==> config.mk <==
export PLATFORM = sky130hd
export DESIGN_NAME = conv2d_stream_engine_flat
export DESIGN_NICKNAME = d
export VERILOG_FILES = /design/src/rtl/conv2d_stream_engine_if.sv /design/src/rtl/conv2d_stream_engine.sv /design/src/flat_wrapper.sv
export SDC_FILE = /design/constraint.sdc
export NUM_CORES = 1
export LEC_CHECK = 0
export CORE_MARGIN = 2
export CORE_UTILIZATION = 30
export CTS_CLUSTER_SIZE = 14
export DETAILED_ROUTE_END_ITERATION = 10
export GPL_ROUTABILITY_DRIVEN = 0
export PLACE_DENSITY = 0.45
export RECOVER_POWER = 50
export REMOVE_ABC_BUFFERS = 1
export SETUP_SLACK_MARGIN = 0.15
export SLEW_MARGIN = 20
export SYNTH_ARGS = -nofsm -noshare
export SYNTH_HDL_FRONTEND = slang
export SYNTH_SLANG_ARGS = --single-unit
==> constraint.sdc <==
create_clock -name clk -period 10 [get_ports clk]
set_input_delay 3 -clock clk [delete_from_list [all_inputs] [get_ports clk]]
set_output_delay 3 -clock clk [all_outputs]
set_load 0.05 [all_outputs]
==> src/rtl/conv2d_stream_engine_if.sv <==
// conv2d_stream_engine_if: control, kernel-load, BRAM and readback signals of the convolution engine
interface conv2d_stream_engine_if #(
  parameter int K      = 3,
  parameter int DW     = 8,
  parameter int CW     = 4,
  parameter int SRC_AW = 15,
  parameter int DST_AW = 14
);
  logic                     start;
  logic                     busy;
  logic                     done;
  logic                     coef_we;
  logic [$clog2(K*K)-1:0]   coef_idx;
  logic signed [CW-1:0]     coef_din;
  logic [SRC_AW-1:0]        src_addr;
  logic [DW-1:0]            src_dout;
  logic                     dst_we;
  logic [DST_AW-1:0]        dst_addr;
  logic [DW-1:0]            dst_din;
  logic [DW-1:0]            dst_dout;
  logic                     rd_en;
  logic [DST_AW-1:0]        rd_addr;
  logic [DW-1:0]            rd_data;
  logic                     rd_valid;
  modport master (
    output start, coef_we, coef_idx, coef_din, src_dout, dst_dout, rd_en, rd_addr,
    input  busy, done, src_addr, dst_we, dst_addr, dst_din, rd_data, rd_valid
  );
  modport slave (
    input  start, coef_we, coef_idx, coef_din, src_dout, dst_dout, rd_en, rd_addr,
    output busy, done, src_addr, dst_we, dst_addr, dst_din, rd_data, rd_valid
  );
endinterface

==> src/rtl/conv2d_stream_engine.sv <==
// conv2d_stream_engine: KxK valid-mode 2D convolution from source BRAM to destination BRAM.
// Define CONV_SAT_EN to clamp results to [0, 2^DW-1] instead of wrapping.
module conv2d_stream_engine #(
  parameter int IMG_W  = 20,
  parameter int IMG_H  = 20,
  parameter int K      = 3,
  parameter int DW     = 8,
  parameter int CW     = 4,
  parameter int SHIFT  = 3,
  parameter int SRC_AW = 15,
  parameter int DST_AW = 14,
  parameter int RD_LAT = 1
) (
  input logic clk,
  input logic rst,
  conv2d_stream_engine_if.slave bus
);
  localparam int OW  = IMG_W - K + 1;
  localparam int OH  = IMG_H - K + 1;
  localparam int NT  = K * K;
  localparam int CIW = $clog2(NT);
  localparam int AW  = DW + CW + CIW + 1;
  localparam int TW  = $clog2(NT + RD_LAT + 1);
  typedef enum logic [1:0] {IDLE, ACC, WR, DONE} state_t;
  state_t r_state, w_next;
  logic signed [CW-1:0] r_coef [NT];
  logic signed [CW-1:0] w_c;
  logic signed [AW-1:0] r_acc, w_px, w_cf;
  logic [TW-1:0]        r_tap;
  logic [CIW-1:0]       r_c, w_cidx;
  logic [SRC_AW-1:0]    r_off, r_base;
  logic [DST_AW-1:0]    r_ox, r_out;
  logic [RD_LAT-1:0]    r_rv;
  logic w_idle, w_start, w_last_tap, w_last_px, w_rd, w_eol, w_eor;
  assign w_idle     = r_state == IDLE || r_state == DONE;
  assign w_start    = w_idle && bus.start;
  assign w_rd       = w_idle && bus.rd_en && !bus.start;
  assign w_last_tap = r_tap == TW'(NT + RD_LAT - 1);
  assign w_last_px  = r_out == DST_AW'(OW * OH - 1);
  assign w_eol      = r_c == CIW'(K - 1);
  assign w_eor      = r_ox == DST_AW'(OW - 1);
  // data for tap t returns RD_LAT cycles after issue, so the tap counter doubles as the coefficient index
  assign w_cidx     = CIW'(r_tap - TW'(RD_LAT));
  assign w_c        = r_coef[w_cidx];
  assign w_cf       = {{(AW-CW){w_c[CW-1]}}, w_c};
  assign w_px       = {{(AW-DW){1'b0}}, bus.src_dout};
  always_ff @(posedge clk)
    if (rst) r_state <= IDLE;
    else     r_state <= w_next;
  always_comb begin
    w_next = w_start ? ACC :
             (r_state == ACC && w_last_tap) ? WR :
             r_state == WR ? (w_last_px ? DONE : ACC) : r_state;
  end
  always_ff @(posedge clk) begin
    if (rst) begin
      for (int i = 0; i < NT; i++) r_coef[i] <= CW'(1);
      r_acc  <= '0;
      r_tap  <= '0;
      r_c    <= '0;
      r_off  <= '0;
      r_base <= '0;
      r_ox   <= '0;
      r_out  <= '0;
      r_rv   <= '0;
    end else begin
      if (bus.coef_we && w_idle && int'(bus.coef_idx) < NT) r_coef[bus.coef_idx] <= bus.coef_din;
      r_rv <= RD_LAT'({r_rv, w_rd});
      if (w_start || r_state == WR) begin
        r_tap <= '0;
        r_c   <= '0;
        r_off <= '0;
        r_acc <= '0;
      end else if (r_state == ACC) begin
        r_tap <= r_tap + TW'(1);
        if (r_tap < TW'(NT)) begin
          r_c   <= w_eol ? '0 : r_c + CIW'(1);
          r_off <= r_off + (w_eol ? SRC_AW'(IMG_W - K + 1) : SRC_AW'(1));
        end
        if (r_tap >= TW'(RD_LAT)) r_acc <= r_acc + w_px * w_cf;
      end
      if (w_start) begin
        r_ox   <= '0;
        r_out  <= '0;
        r_base <= '0;
      end else if (r_state == WR && !w_last_px) begin
        r_out  <= r_out + DST_AW'(1);
        r_ox   <= w_eor ? '0 : r_ox + DST_AW'(1);
        r_base <= r_base + (w_eor ? SRC_AW'(K) : SRC_AW'(1));
      end
    end
  end
  assign bus.busy     = r_state == ACC || r_state == WR;
  assign bus.done     = r_state == DONE;
  assign bus.src_addr = r_base + r_off;
  assign bus.dst_we   = r_state == WR;
  assign bus.dst_addr = r_state == WR ? r_out : w_rd ? bus.rd_addr : '0;
  assign bus.rd_valid = r_rv[RD_LAT-1];
  assign bus.rd_data  = r_rv[RD_LAT-1] ? bus.dst_dout : '0;
`ifdef CONV_SAT_EN
  logic signed [AW-1:0] w_res;
  assign w_res       = r_acc >>> SHIFT;
  assign bus.dst_din = r_state != WR ? '0 : w_res[AW-1] ? '0 : |w_res[AW-2:DW] ? '1 : w_res[DW-1:0];
`else
  logic [DW-1:0] w_res;
  assign w_res       = DW'(r_acc >>> SHIFT);
  assign bus.dst_din = r_state == WR ? w_res : '0;
`endif
endmodule

==> src/flat_wrapper.sv <==
// flat-port wrapper written by rule: the top's interface ports become plain ports
module conv2d_stream_engine_flat 
#(
  parameter int IMG_W  = 20,
  parameter int IMG_H  = 20,
  parameter int K      = 3,
  parameter int DW     = 8,
  parameter int CW     = 4,
  parameter int SHIFT  = 3,
  parameter int SRC_AW = 15,
  parameter int DST_AW = 14,
  parameter int RD_LAT = 1
)
  (clk, rst, bus_start, bus_coef_we, bus_coef_idx, bus_coef_din, bus_src_dout, bus_dst_dout, bus_rd_en, bus_rd_addr, bus_busy, bus_done, bus_src_addr, bus_dst_we, bus_dst_addr, bus_dst_din, bus_rd_data, bus_rd_valid);
  conv2d_stream_engine_if #(.K(K), .DW(DW), .CW(CW), .SRC_AW(SRC_AW), .DST_AW(DST_AW)) bus_i ();
  input logic clk;
  input logic rst;
  input wire logic [$bits(bus_i.start)-1:0] bus_start;
  input wire logic [$bits(bus_i.coef_we)-1:0] bus_coef_we;
  input wire logic [$bits(bus_i.coef_idx)-1:0] bus_coef_idx;
  input wire logic [$bits(bus_i.coef_din)-1:0] bus_coef_din;
  input wire logic [$bits(bus_i.src_dout)-1:0] bus_src_dout;
  input wire logic [$bits(bus_i.dst_dout)-1:0] bus_dst_dout;
  input wire logic [$bits(bus_i.rd_en)-1:0] bus_rd_en;
  input wire logic [$bits(bus_i.rd_addr)-1:0] bus_rd_addr;
  output wire logic [$bits(bus_i.busy)-1:0] bus_busy;
  output wire logic [$bits(bus_i.done)-1:0] bus_done;
  output wire logic [$bits(bus_i.src_addr)-1:0] bus_src_addr;
  output wire logic [$bits(bus_i.dst_we)-1:0] bus_dst_we;
  output wire logic [$bits(bus_i.dst_addr)-1:0] bus_dst_addr;
  output wire logic [$bits(bus_i.dst_din)-1:0] bus_dst_din;
  output wire logic [$bits(bus_i.rd_data)-1:0] bus_rd_data;
  output wire logic [$bits(bus_i.rd_valid)-1:0] bus_rd_valid;
  assign bus_i.start = bus_start;
  assign bus_i.coef_we = bus_coef_we;
  assign bus_i.coef_idx = bus_coef_idx;
  assign bus_i.coef_din = bus_coef_din;
  assign bus_i.src_dout = bus_src_dout;
  assign bus_i.dst_dout = bus_dst_dout;
  assign bus_i.rd_en = bus_rd_en;
  assign bus_i.rd_addr = bus_rd_addr;
  assign bus_busy = bus_i.busy;
  assign bus_done = bus_i.done;
  assign bus_src_addr = bus_i.src_addr;
  assign bus_dst_we = bus_i.dst_we;
  assign bus_dst_addr = bus_i.dst_addr;
  assign bus_dst_din = bus_i.dst_din;
  assign bus_rd_data = bus_i.rd_data;
  assign bus_rd_valid = bus_i.rd_valid;
  conv2d_stream_engine #(.IMG_W(IMG_W), .IMG_H(IMG_H), .K(K), .DW(DW), .CW(CW), .SHIFT(SHIFT), .SRC_AW(SRC_AW), .DST_AW(DST_AW), .RD_LAT(RD_LAT)) u_core (.clk(clk), .rst(rst), .bus(bus_i));
endmodule
==> out/metrics.csv, run 1 <==
stage,metric,value,unit
outcome,status,"complete, but fails checks",
outcome,failing checks,"capacitance limit, slew limit",
global_routing,first-pass GRT wire length,32090,um
clocking,H-Tree Level Count,4,
floorplanning,Die Height,173.1,um
critical_path,RR Endpoint,u_core.r_acc[10]$_SDFFE_PP0P_,
timing,setup ws final,1554,ps
critical_path,worst path required time,7000,ps
floorplanning,Initial Utilization,30.70,%
finish,Fill cells,2879,
global_routing,GRT Resource Usage Total,13.18,%
finish,"most common cell after layout, fill and taps aside",nor2_1,
clocking,"CTS clk-pin slew, worst paths",60,ps
finish,number of diodes,0,
finish,ratio of cells with drive above 1 in the final layout,7.201,%
synth,adder-cell share of the synthesized area,12.43,%
critical_path,r2r worst-path depth,24,
run,# Max-Cap Violations,1,
drt,Post-Route WL,19080,um
floorplanning,area of the die,29960,sq um
critical_path,Startpoint Class,primary input,
power,leakage,4.034,nW
timing,Final setup violation count,0,
synth,"EDFF count, synth",64,
drt,vias,6264,
critical_path,Critical Path End Type,output port,
synth,XOR/XNOR share of the synthesized area,8.694,%
synth,dominant synthesized flop cell,dfxtp_1,
timing,WHS,464.1,ps
place,Placed Instance Area,10040,sq um
synth,async set-reset flop share out of synthesis,0,%
hold_path,hold depth,2,
finish,Finished Layout Cells,1364,
drt,TritonRoute pass-1 iters,6,
global_routing,vias in the first global route,6303,
clocking,post-cts gate resize count,0,
drt,# DRC,0,
synth,Synth Area in Simple Gates,21.04,%
floorplanning,Top-Level Pins,92,
floorplanning,die width,173.1,um
clocking,hold_buf cts,0,
clocking,postcts setup bufs,0,
synth,compound-cell area share of the yosys netlist,8.373,%
timing,RSZ-0062 raised after global routing,false,
finish,Final Net Count,1091,
hold_path,hold path endpoint,u_core.r_acc[0]$_SDFFE_PP0P_,
drt,DRT antenna net count,0,
synth,Syn Area/Cell,10.08,sq um
place,# placed instances,1332,
hold_path,hold_sp,u_core.r_acc[0]$_SDFFE_PP0P_,
critical_path,Crit Path Category,in2out,
clocking,Root Buffer,clkbuf_16,
timing,Slew headroom,-4.929,%
global_routing,grt ovf,0,
synth,sequential area share after synthesis,41.08,%
critical_path,R2R Setup Slk,2280,ps
floorplanning,std cell rows,61,
synth,#FFs+latches synth,144,
clocking,Longest Clk Path Bufs,2,
critical_path,CP max FO,14,
place,IO Port Bufs,91,
timing,crit path time final,8446,ps
synth,largest family of logic cells by synthesized area,simple AND/OR/NAND/NOR gates,
clocking,Num CTS Buffers,17,
finish,"commonest cells after routing, fill and taps aside","118 x nor2_1, 86 x clkdlybuf4s50_1, 80 x dfxtp_1",
synth,Post-Syn Area,8577,sq um
global_routing,largest net degree at the start of global routing,36,
hold_path,HP Class,reg2reg,
clocking,CTS tree,yes,
synth,synthesized instance count,851,
clocking,clock sink total,144,
drt,number of DRC markers in iteration 0,209,
timing,Setup Total Neg Slack,0,ps
synth,library cells used by synthesis,57,
place,dpl ws,1346,ps
power,Max IR drop VDD,0.1031,mV
timing,crit share post-route,84.46,%
timing,Final Slew Violations,33,
timing,Worst-Margin Slew,1574,ps
timing,final hold vios,0,
floorplanning,core area,27930,sq um
critical_path,Worst Path Arrival,5450,ps
global_routing,antenna violations before repair,0,
finish,final design instance area without fill,10620,sq um
clocking,Clock Latency Late Sink,430,ps
critical_path,Crit Reg-Reg Startpoint,u_core.r_tap[0]$_SDFFE_PP0P_,
timing,fmax,118.4,MHz
drt,WL/cell,13.99,um
timing,Fin Clk Skew,16.91,ps
synth,Ys Warns,0,
drt,Via-to-Cell Ratio,4.592,
finish,P&R area growth vs syn,23.82,%
power,Power Density,170.2,nW/um^2
synth,mux cell area share after synthesis,5.952,%
place,DP Wirelength,13950,um
-- registers in the layout (all words and copies together), names as in the netlist --
signal and count:
u_core.bus.rd_valid 1, u_core.r_state 2, u_core.r_base 15, u_core.r_c 4, u_core.r_out 14, u_core.r_coef 64, u_core.r_ox 14, u_core.r_off 15
u_core.r_tap 4, u_core.r_acc 11
-- metrics by stage --
step                utilization, %  power, mW
finish                       38.02      1.807
floorplan                        -      1.054
global placement             35.96      1.185
detailed placement           35.96      1.188
global route                 38.02      1.922
CTS                          38.05      1.842
-- Yosys cell counts (3+ instances only) --
library cell / number / share of area, %
or2_2: 10 / 0.73
and2_1: 63 / 4.6
and4_1: 4 / 0.41
xor2_1: 46 / 4.7
edfxtp_1: 64 / 22
clkbuf_1: 20 / 0.88
nor3_1: 13 / 0.76
o21ai_0: 15 / 0.88
a21oi_1: 32 / 1.9
and3_1: 12 / 0.88
nor2_1: 118 / 5.2
nand4b_1: 3 / 0.31
mux4_2: 16 / 4.2
nand2b_1: 12 / 0.88
nand4_1: 21 / 1.5
mux2i_1: 9 / 1.1
or3_1: 8 / 0.58
ha_1: 58 / 8.5
a21o_1: 10 / 0.88
o21bai_1: 6 / 0.53
nor4_1: 4 / 0.29
nor2b_1: 5 / 0.36
nand2_1: 53 / 2.3
fa_1: 17 / 4.0
dfxtp_1: 80 / 19
a211oi_1: 8 / 0.70
inv_1: 30 / 1.3
xnor2_1: 36 / 3.7
mux2_2: 4 / 0.53
nand3_1: 21 / 1.2
o21a_1: 4 / 0.35
a22o_1: 13 / 1.3
-- worst max-delay path by stage --
stage / start / endpoint / slack [ps] / cells after the start
2_1_floorplan: bus_src_dout[0] / u_core.r_acc[10]$_SDFFE_PP0P_ / 2060 / 17
6_report: bus_start / bus_dst_addr[13] / 1550 / 5
3_5_place_dp: bus_src_dout[0] / u_core.r_acc[10]$_SDFFE_PP0P_ / 1350 / 18
5_1_grt: bus_start / bus_dst_addr[13] / 1420 / 5
4_1_cts: bus_start / bus_dst_addr[13] / 1530 / 5
3_3_place_gp: bus_src_dout[0] / u_core.r_acc[10]$_SDFFE_PP0P_ / 1390 / 18
-- cells by family (layout without fill, tap and decap cells) --
| group | after synthesis | in the layout |
|---|---|---|
| buffers and inverters | 54 | 162 |
| DFF | 144 | 144 |
| muxes | 30 | 30 |
| xor gates and xnor gates | 83 | 83 |
| other | 1 | 28 |
| and+or+nand+nor | 357 | 357 |
| AOI/OAI and AO/OA | 107 | 107 |
| adders and majority gates | 75 | 75 |
-- layout make-up --
type	count	area, sq um	share of cell area [%]
clock buffer	18	429.2	4.041
clock inverter	14	153.9	1.449
inverter	30	112.6	1.060
multi-input combinational	680	4957	46.68
sequential	144	3523	33.18
tap	378	473.0	4.453
timing repair buffer	100	970.9	9.142
-- routing by layer --
metal	wire, um	vias to the layer above	track usage [%]
met5	0	-	0
met4	122	0	2.754
met3	488	8	3.078
met2	9187	64	22.75
met1	9280	2977	16.80
li1	-	3215	-
-- power breakdown --
group | switching [mW] | total (mW) | internal, mW
logic | 0.295 | 0.527 | 0.232
clock network | 0.268 | 0.640 | 0.372
registers | 0.00754 | 0.640 | 0.632
-- worst max-delay path: stages --
cell,delay (ps)
clkdlybuf4s50_1,410
nand3b_1,180
nor2_1,780
a22o_1,260
clkdlybuf4s50_1,810
No activity file was read; power rests on OpenSTA's default activity.
==> run 2, diff against run 1 <==
==> constraint.sdc (replaced) <==
create_clock -name clk -period 8.19 [get_ports clk]
set_input_delay 2.457 -clock clk [delete_from_list [all_inputs] [get_ports clk]]
set_output_delay 2.457 -clock clk [all_outputs]
set_load 0.05 [all_outputs]
==> run 2 against run 1 <==
Compared with the run above:
- the flow still finishes with violations (capacitance limit, slew limit)
- routed wire length decreased by 2.5%
- critical path depth is 13 higher
- cell area barely moved
- first-iteration DRC count is 28% higher
- critical endpoint is now u_core.r_acc[10]$_SDFFE_PP0P_
- sequential share of layout area barely moved
- non-clock buffer count did not move
- clock power increased by 19%
- final cell count did not move
- flip-flop and latch count is the same
==> out/metrics.csv, run 2 (synthesized netlist as in run 1, its figures left out) <==
stage,metric,value,unit
timing,RSZ-0062 raised after global routing,false,
critical_path,RR Endpoint,u_core.r_acc[10]$_SDFFE_PP0P_,
clocking,post-cts gate resize count,0,
power,leakage,4.029,nW
clocking,H-Tree Level Count,4,
drt,number of DRC markers in iteration 0,267,
power,clock power share,34.9,%
power,Seq pwr share,35.9,%
power,Max IR drop VDD,0.1231,mV
run,# Max-Cap Violations,2,
drt,Post-Route WL,18590,um
finish,"most common cell after layout, fill and taps aside",nor2_1,
global_routing,antenna violations before repair,0,
global_routing,first-pass GRT wire length,31430,um
drt,TritonRoute pass-1 iters,4,
power,logic gate share of total power,29.2,%
finish,"commonest cells after routing, fill and taps aside","118 x nor2_1, 86 x clkdlybuf4s50_1, 80 x dfxtp_1",
finish,largest register by flop count,u_core.r_coef,
floorplanning,area of the die,29960,sq um
place,IO Port Bufs,91,
critical_path,CP startpoint,bus_src_dout[0],
clocking,"CTS clk-pin slew, worst paths",60,ps
outcome,status,"complete, but fails checks",
clocking,Longest Clk Path Bufs,2,
critical_path,Critical Path End Type,flop,
timing,final hold vios,0,
global_routing,largest net degree at the start of global routing,36,
finish,ratio of cells with drive above 1 in the final layout,7.302,%
global_routing,GRT Resource Usage Total,12.90,%
timing,Final Slew Violations,68,
critical_path,Worst Path Arrival,8000,ps
finish,Final Net Count,1091,
timing,setup ws final,503.8,ps
power,Internal Power,1.486,mW
power,Sw Ratio,31.74,%
critical_path,Crit Reg-Reg Startpoint,u_core.r_tap[1]$_SDFFE_PP0P_,
timing,Fin Clk Skew,9.413,ps
finish,Sequential cell area,3523,sq um
finish,P&R area growth vs syn,23.73,%
finish,final design instance area without fill,10610,sq um
timing,Worst-Margin Slew,1833,ps
clocking,Clock Latency Late Sink,420,ps
power,Sw Pwr,691.3,uW
hold_path,hold path endpoint,u_core.r_acc[0]$_SDFFE_PP0P_,
clocking,hold_buf cts,0,
timing,Final setup violation count,0,
timing,fmax,130.1,MHz
place,dpl ws,56.28,ps
floorplanning,Die Height,173.1,um
critical_path,Crit Path Category,in2reg,
clocking,postcts setup bufs,0,
critical_path,Startpoint Class,primary input,
floorplanning,die width,173.1,um
clocking,CTS tree,yes,
finish,number of diodes,0,
clocking,Root Buffer,clkbuf_16,
drt,# DRC,0,
floorplanning,Top-Level Pins,92,
finish,biggest regs,"u_core.r_coef (64), u_core.r_base (15), u_core.r_off (15)",
finish,max reg flops,64,
place,DP Wirelength,13810,um
hold_path,HP Class,reg2reg,
timing,crit share post-route,93.85,%
floorplanning,Initial Utilization,30.70,%
critical_path,r2r worst-path depth,23,
timing,Slew headroom,-22.19,%
outcome,failing checks,"capacitance limit, slew limit",
place,Placed Instance Area,10040,sq um
power,overall power,2.178,mW
timing,Setup Total Neg Slack,0,ps
critical_path,R2R Setup Slk,770,ps
hold_path,hold depth,2,
floorplanning,std cell rows,61,
drt,DRT antenna net count,0,
floorplanning,core area,27930,sq um
critical_path,worst path required time,8500,ps
global_routing,grt ovf,0,
clocking,Num CTS Buffers,17,
power,Power Density,205.2,nW/um^2
drt,Via-to-Cell Ratio,4.550,
hold_path,hold_sp,u_core.r_acc[0]$_SDFFE_PP0P_,
timing,crit path time final,7686,ps
global_routing,vias in the first global route,6270,
drt,vias,6206,
clocking,clock sink total,144,
critical_path,CP max FO,4,
finish,Fill cells,2817,
drt,WL/cell,13.63,um
finish,footprint of the multi-input gates,4957,sq um
-- run 2: cell count changes in the layout (fill, tap and decap cells not counted), moves of 2 or more --
cell and change:
clkbuf_16 +2, clkinvlp_4 +2, clkinv_2 -2, bufinv_16 -2, and2_0 -4, and2_1 +4
-- run 2: cell type report --
| class | count | share of cell area (%) |
|---|---|---|
| Inverter | 30 | 1.061 |
| Clock buffer | 21 | 4.551 |
| Timing Repair Buffer | 100 | 9.149 |
| Clock inverter | 11 | 0.8724 |
| Sequential cell | 144 | 33.20 |
| Multi-Input combinational cell | 680 | 46.71 |
| Tap cell | 378 | 4.456 |
-- run 2: power groups by stage --
stage / sequential [mW] / clock (mW) / combinational (mW)
after floorplan: 0.797 / 0 / 0.490
after global placement: 0.797 / 0 / 0.649
after detailed placement: 0.798 / 0 / 0.648
after CTS: 0.782 / 0.789 / 0.651
after global routing: 0.784 / 0.818 / 0.723
final: 0.781 / 0.761 / 0.636
-- run 2: through the flow --
step,hold WS (ps),cells,utilization (%)
floorplan,440.6,854,-
global placement,453.0,1332,35.96
detailed placement,468.4,1332,35.96
CTS,477.2,1364,38.02
global route,513.7,1364,37.99
finish,470.8,1364,37.99
-- run 2: per-layer routing --
layer  global-route usage (%)  up-vias  share of wire (%)  wire (um)
li1                         -     3213                  -          -
met4                    3.672        0               0.79        146
met3                    2.814        8                2.9        548
met1                    16.44     2910                 48       8930
met5                        0        -                  0          0
met2                    21.97       75                 48       8969
-- run 2: how the worst max path moves through the flow --
stage                               endpoint  slack [ps]  depth (start not counted)
2_1_floorplan  u_core.r_acc[10]$_SDFFE_PP0P_         790                         17
3_3_place_gp   u_core.r_acc[10]$_SDFFE_PP0P_         130                         18
3_5_place_dp   u_core.r_acc[10]$_SDFFE_PP0P_          60                         18
4_1_cts        u_core.r_acc[10]$_SDFFE_PP0P_         510                         18
5_1_grt        u_core.r_acc[10]$_SDFFE_PP0P_         190                         24
6_report       u_core.r_acc[10]$_SDFFE_PP0P_         500                         18
-- run 2: worst max-delay path: stages --
cell and delay (ps):
clkdlybuf4s50_1 450, or2_2 330, fa_1 520, fa_1 540, inv_1 50, fa_1 450, ha_1 240, fa_1 410
a21o_1 190, a21oi_1 210, xnor2_1 100, ha_1 200, or4_1 580, a41o_1 320, nor4_1 270, and4bb_2 270
nand4_1 90, mux2_2 330
==> run 3, diff against run 2 <==
--- a/config.mk
+++ b/config.mk
@@ -10,6 +10,7 @@
 export CTS_CLUSTER_SIZE = 14
 export DETAILED_ROUTE_END_ITERATION = 10
 export GPL_ROUTABILITY_DRIVEN = 0
+export GPL_TIMING_DRIVEN = 0
 export PLACE_DENSITY = 0.45
 export RECOVER_POWER = 50
 export REMOVE_ABC_BUFFERS = 1
==> constraint.sdc (replaced) <==
create_clock -name clk -period 8.46 [get_ports clk]
set_input_delay 2.538 -clock clk [delete_from_list [all_inputs] [get_ports clk]]
set_output_delay 2.538 -clock clk [all_outputs]
set_load 0.05 [all_outputs]
==> run 3 against run 2 <==
Compared with the run above:
- the run now ends clean
- die area unchanged
- clock power down 4.9%
- first-iteration DRC count decreased by 4.1%
- critical endpoint unchanged
==> out/metrics.csv, run 3 (synthesized netlist as in run 1, its figures left out) <==
stage,metric,value,unit
critical_path,CP max-delay cell,or4_1,
timing,fmax,127.5,MHz
power,clock power share,34.5,%
critical_path,Crit Reg-Reg Startpoint,u_core.r_tap[0]$_SDFFE_PP0P_,
global_routing,GRT Resource Usage Total,13.08,%
drt,Via-to-Cell Ratio,4.566,
finish,Final Net Count,1084,
finish,biggest regs,"u_core.r_coef (64), u_core.r_base (15), u_core.r_off (15)",
critical_path,crit-path max cell delay,580,ps
finish,largest register by flop count,u_core.r_coef,
floorplanning,Top-Level Pins,92,
power,Sw Pwr,651.8,uW
clocking,Clock Latency Late Sink,420,ps
outcome,status,completed,
timing,Worst-Margin Slew,1340,ps
power,Sw Ratio,31.07,%
hold_path,HP Class,reg2reg,
global_routing,vias in the first global route,6282,
critical_path,Critical Path End Type,flop,
drt,Post-Route WL,18740,um
clocking,Root Buffer,clkbuf_16,
critical_path,r2r worst-path depth,23,
drt,DRT antenna net count,0,
drt,vias,6196,
drt,number of DRC markers in iteration 0,256,
timing,final hold vios,0,
drt,TritonRoute pass-1 iters,4,
critical_path,RR Endpoint,u_core.r_acc[10]$_SDFFE_PP0P_,
drt,WL/cell,13.81,um
power,Power Density,198.0,nW/um^2
critical_path,CP max FO,4,
finish,ratio of cells with drive above 1 in the final layout,7.252,%
timing,setup ws final,614.2,ps
timing,Final setup violation count,0,
place,IO Port Bufs,91,
clocking,"CTS clk-pin slew, worst paths",60,ps
timing,Slew headroom,10.67,%
hold_path,hold_sp,u_core.r_acc[0]$_SDFFE_PP0P_,
finish,number of diodes,0,
clocking,CTS tree,yes,
place,# placed instances,1325,
floorplanning,Initial Utilization,30.70,%
finish,max reg flops,64,
global_routing,grt ovf,0,
floorplanning,std cell rows,61,
global_routing,largest net degree at the start of global routing,33,
floorplanning,area of the die,29960,sq um
power,Seq pwr share,36.2,%
clocking,Longest Clk Path Bufs,2,
power,overall power,2.098,mW
critical_path,R2R Setup Slk,770,ps
finish,"commonest cells after routing, fill and taps aside","118 x nor2_1, 85 x clkdlybuf4s50_1, 79 x dfxtp_1",
power,Max IR drop VDD,0.1090,mV
power,Internal Power,1.446,mW
global_routing,antenna violations before repair,0,
run,# Max-Cap Violations,0,
timing,crit path time final,7846,ps
clocking,hold_buf cts,0,
clocking,Num CTS Buffers,17,
place,DP Wirelength,13710,um
finish,Finished Layout Cells,1357,
critical_path,most frequent cell on the critical path,fa_1,
place,dpl ws,177.6,ps
finish,"most common cell after layout, fill and taps aside",nor2_1,
critical_path,Crit Path Category,in2reg,
clocking,clock sink total,144,
timing,RSZ-0062 raised after global routing,false,
hold_path,hold path endpoint,u_core.r_acc[0]$_SDFFE_PP0P_,
floorplanning,Die Height,173.1,um
power,leakage,4.021,nW
power,logic gate share of total power,29.3,%
critical_path,worst-path cell chain,"clkdlybuf4s50_1, or2_2, fa_1, fa_1, inv_1, fa_1, ha_1, fa_1, a21o_1, a21oi_1, xnor2_1, ha_1, or4_1, a41o_1, nor4_1, and4bb_2, nand4_1, mux2_2",
timing,WHS,460.9,ps
floorplanning,die width,173.1,um
global_routing,first-pass GRT wire length,31900,um
clocking,H-Tree Level Count,4,
drt,# DRC,0,
timing,Fin Clk Skew,11.26,ps
critical_path,Startpoint Class,primary input,
finish,P&R area growth vs syn,23.56,%
timing,Final Slew Violations,0,
critical_path,Worst Path Arrival,8150,ps
hold_path,hold depth,2,
timing,crit share post-route,92.74,%
critical_path,worst path required time,8770,ps
floorplanning,core area,27930,sq um
==> run 3: through the flow <==
step	setup TNS, ps	area, sq um	utilization [%]
2_1_floorplan	0	8586	-
3_3_place_gp	-228.0	9970	35.69
3_5_place_dp	0	10020	35.88
4_1_cts	0	10590	37.91
5_1_grt	0	10600	37.94
6_report	0	10600	37.94
==> run 3: worst max-delay path, delay by kind of cell <==
family / cells / cell delay [ps]
buffers and inverters: 2 / 490
AOI/OAI and AO/OA: 3 / 740
adders and majority gates: 6 / 2370
and+or+nand+nor: 5 / 1560
muxes: 1 / 340
xor gates and xnor gates: 1 / 100
==> run 3: metal layers <==
layer	part of all wire, %	GRT usage (%)	wire [um]	up-vias
met2	47	21.50	8788	70
met3	3.1	2.529	574	10
met4	1.1	3.743	200	0
met5	0	0	0	-
met1	49	17.50	9176	2910
li1	-	-	-	3206
==> run 3: worst max path at each step <==
stage / start / to / slack, ps / cells past startpoint
2_1_floorplan: bus_src_dout[0] / u_core.r_acc[10]$_SDFFE_PP0P_ / 980 / 17
3_3_place_gp: u_core.r_tap[0]$_SDFFE_PP0P_ / u_core.r_acc[10]$_SDFFE_PP0P_ / -230 / 22
3_5_place_dp: bus_src_dout[0] / u_core.r_acc[10]$_SDFFE_PP0P_ / 180 / 18
4_1_cts: u_core.r_tap[0]$_SDFFE_PP0P_ / u_core.r_acc[10]$_SDFFE_PP0P_ / 180 / 22
5_1_grt: u_core.r_tap[0]$_SDFFE_PP0P_ / u_core.r_acc[10]$_SDFFE_PP0P_ / 250 / 23
6_report: bus_src_dout[0] / u_core.r_acc[10]$_SDFFE_PP0P_ / 610 / 18
==> run 3: repair_timing <==
item | 4_1_cts | 5_1_grt
setup endpoints to repair | 0 | 1
resized for setup | 0 | 2
setup buffers | 0 | 0
==> run 3: layout make-up <==
| class | instances | area [sq um] |
|---|---|---|
| Fill cell | 2880 | 17340 |
| Multi-Input combinational cell | 680 | 4979 |
| Sequential cell | 144 | 3525 |
| Timing Repair Buffer | 93 | 942.2 |
| Tap cell | 378 | 473.0 |
| Clock buffer | 20 | 457.9 |
| Inverter | 30 | 112.6 |
| Clock inverter | 12 | 108.9 |
==> run 3: power by group through the flow <==
stage          Sequential, mW  Clock (mW)  Combinational (mW)
4_1_cts                 0.761       0.751               0.627
2_1_floorplan           0.772           0               0.474
3_3_place_gp            0.776           0               0.621
3_5_place_dp            0.776           0               0.622
6_report                0.760       0.724               0.614
5_1_grt                 0.763       0.780               0.707
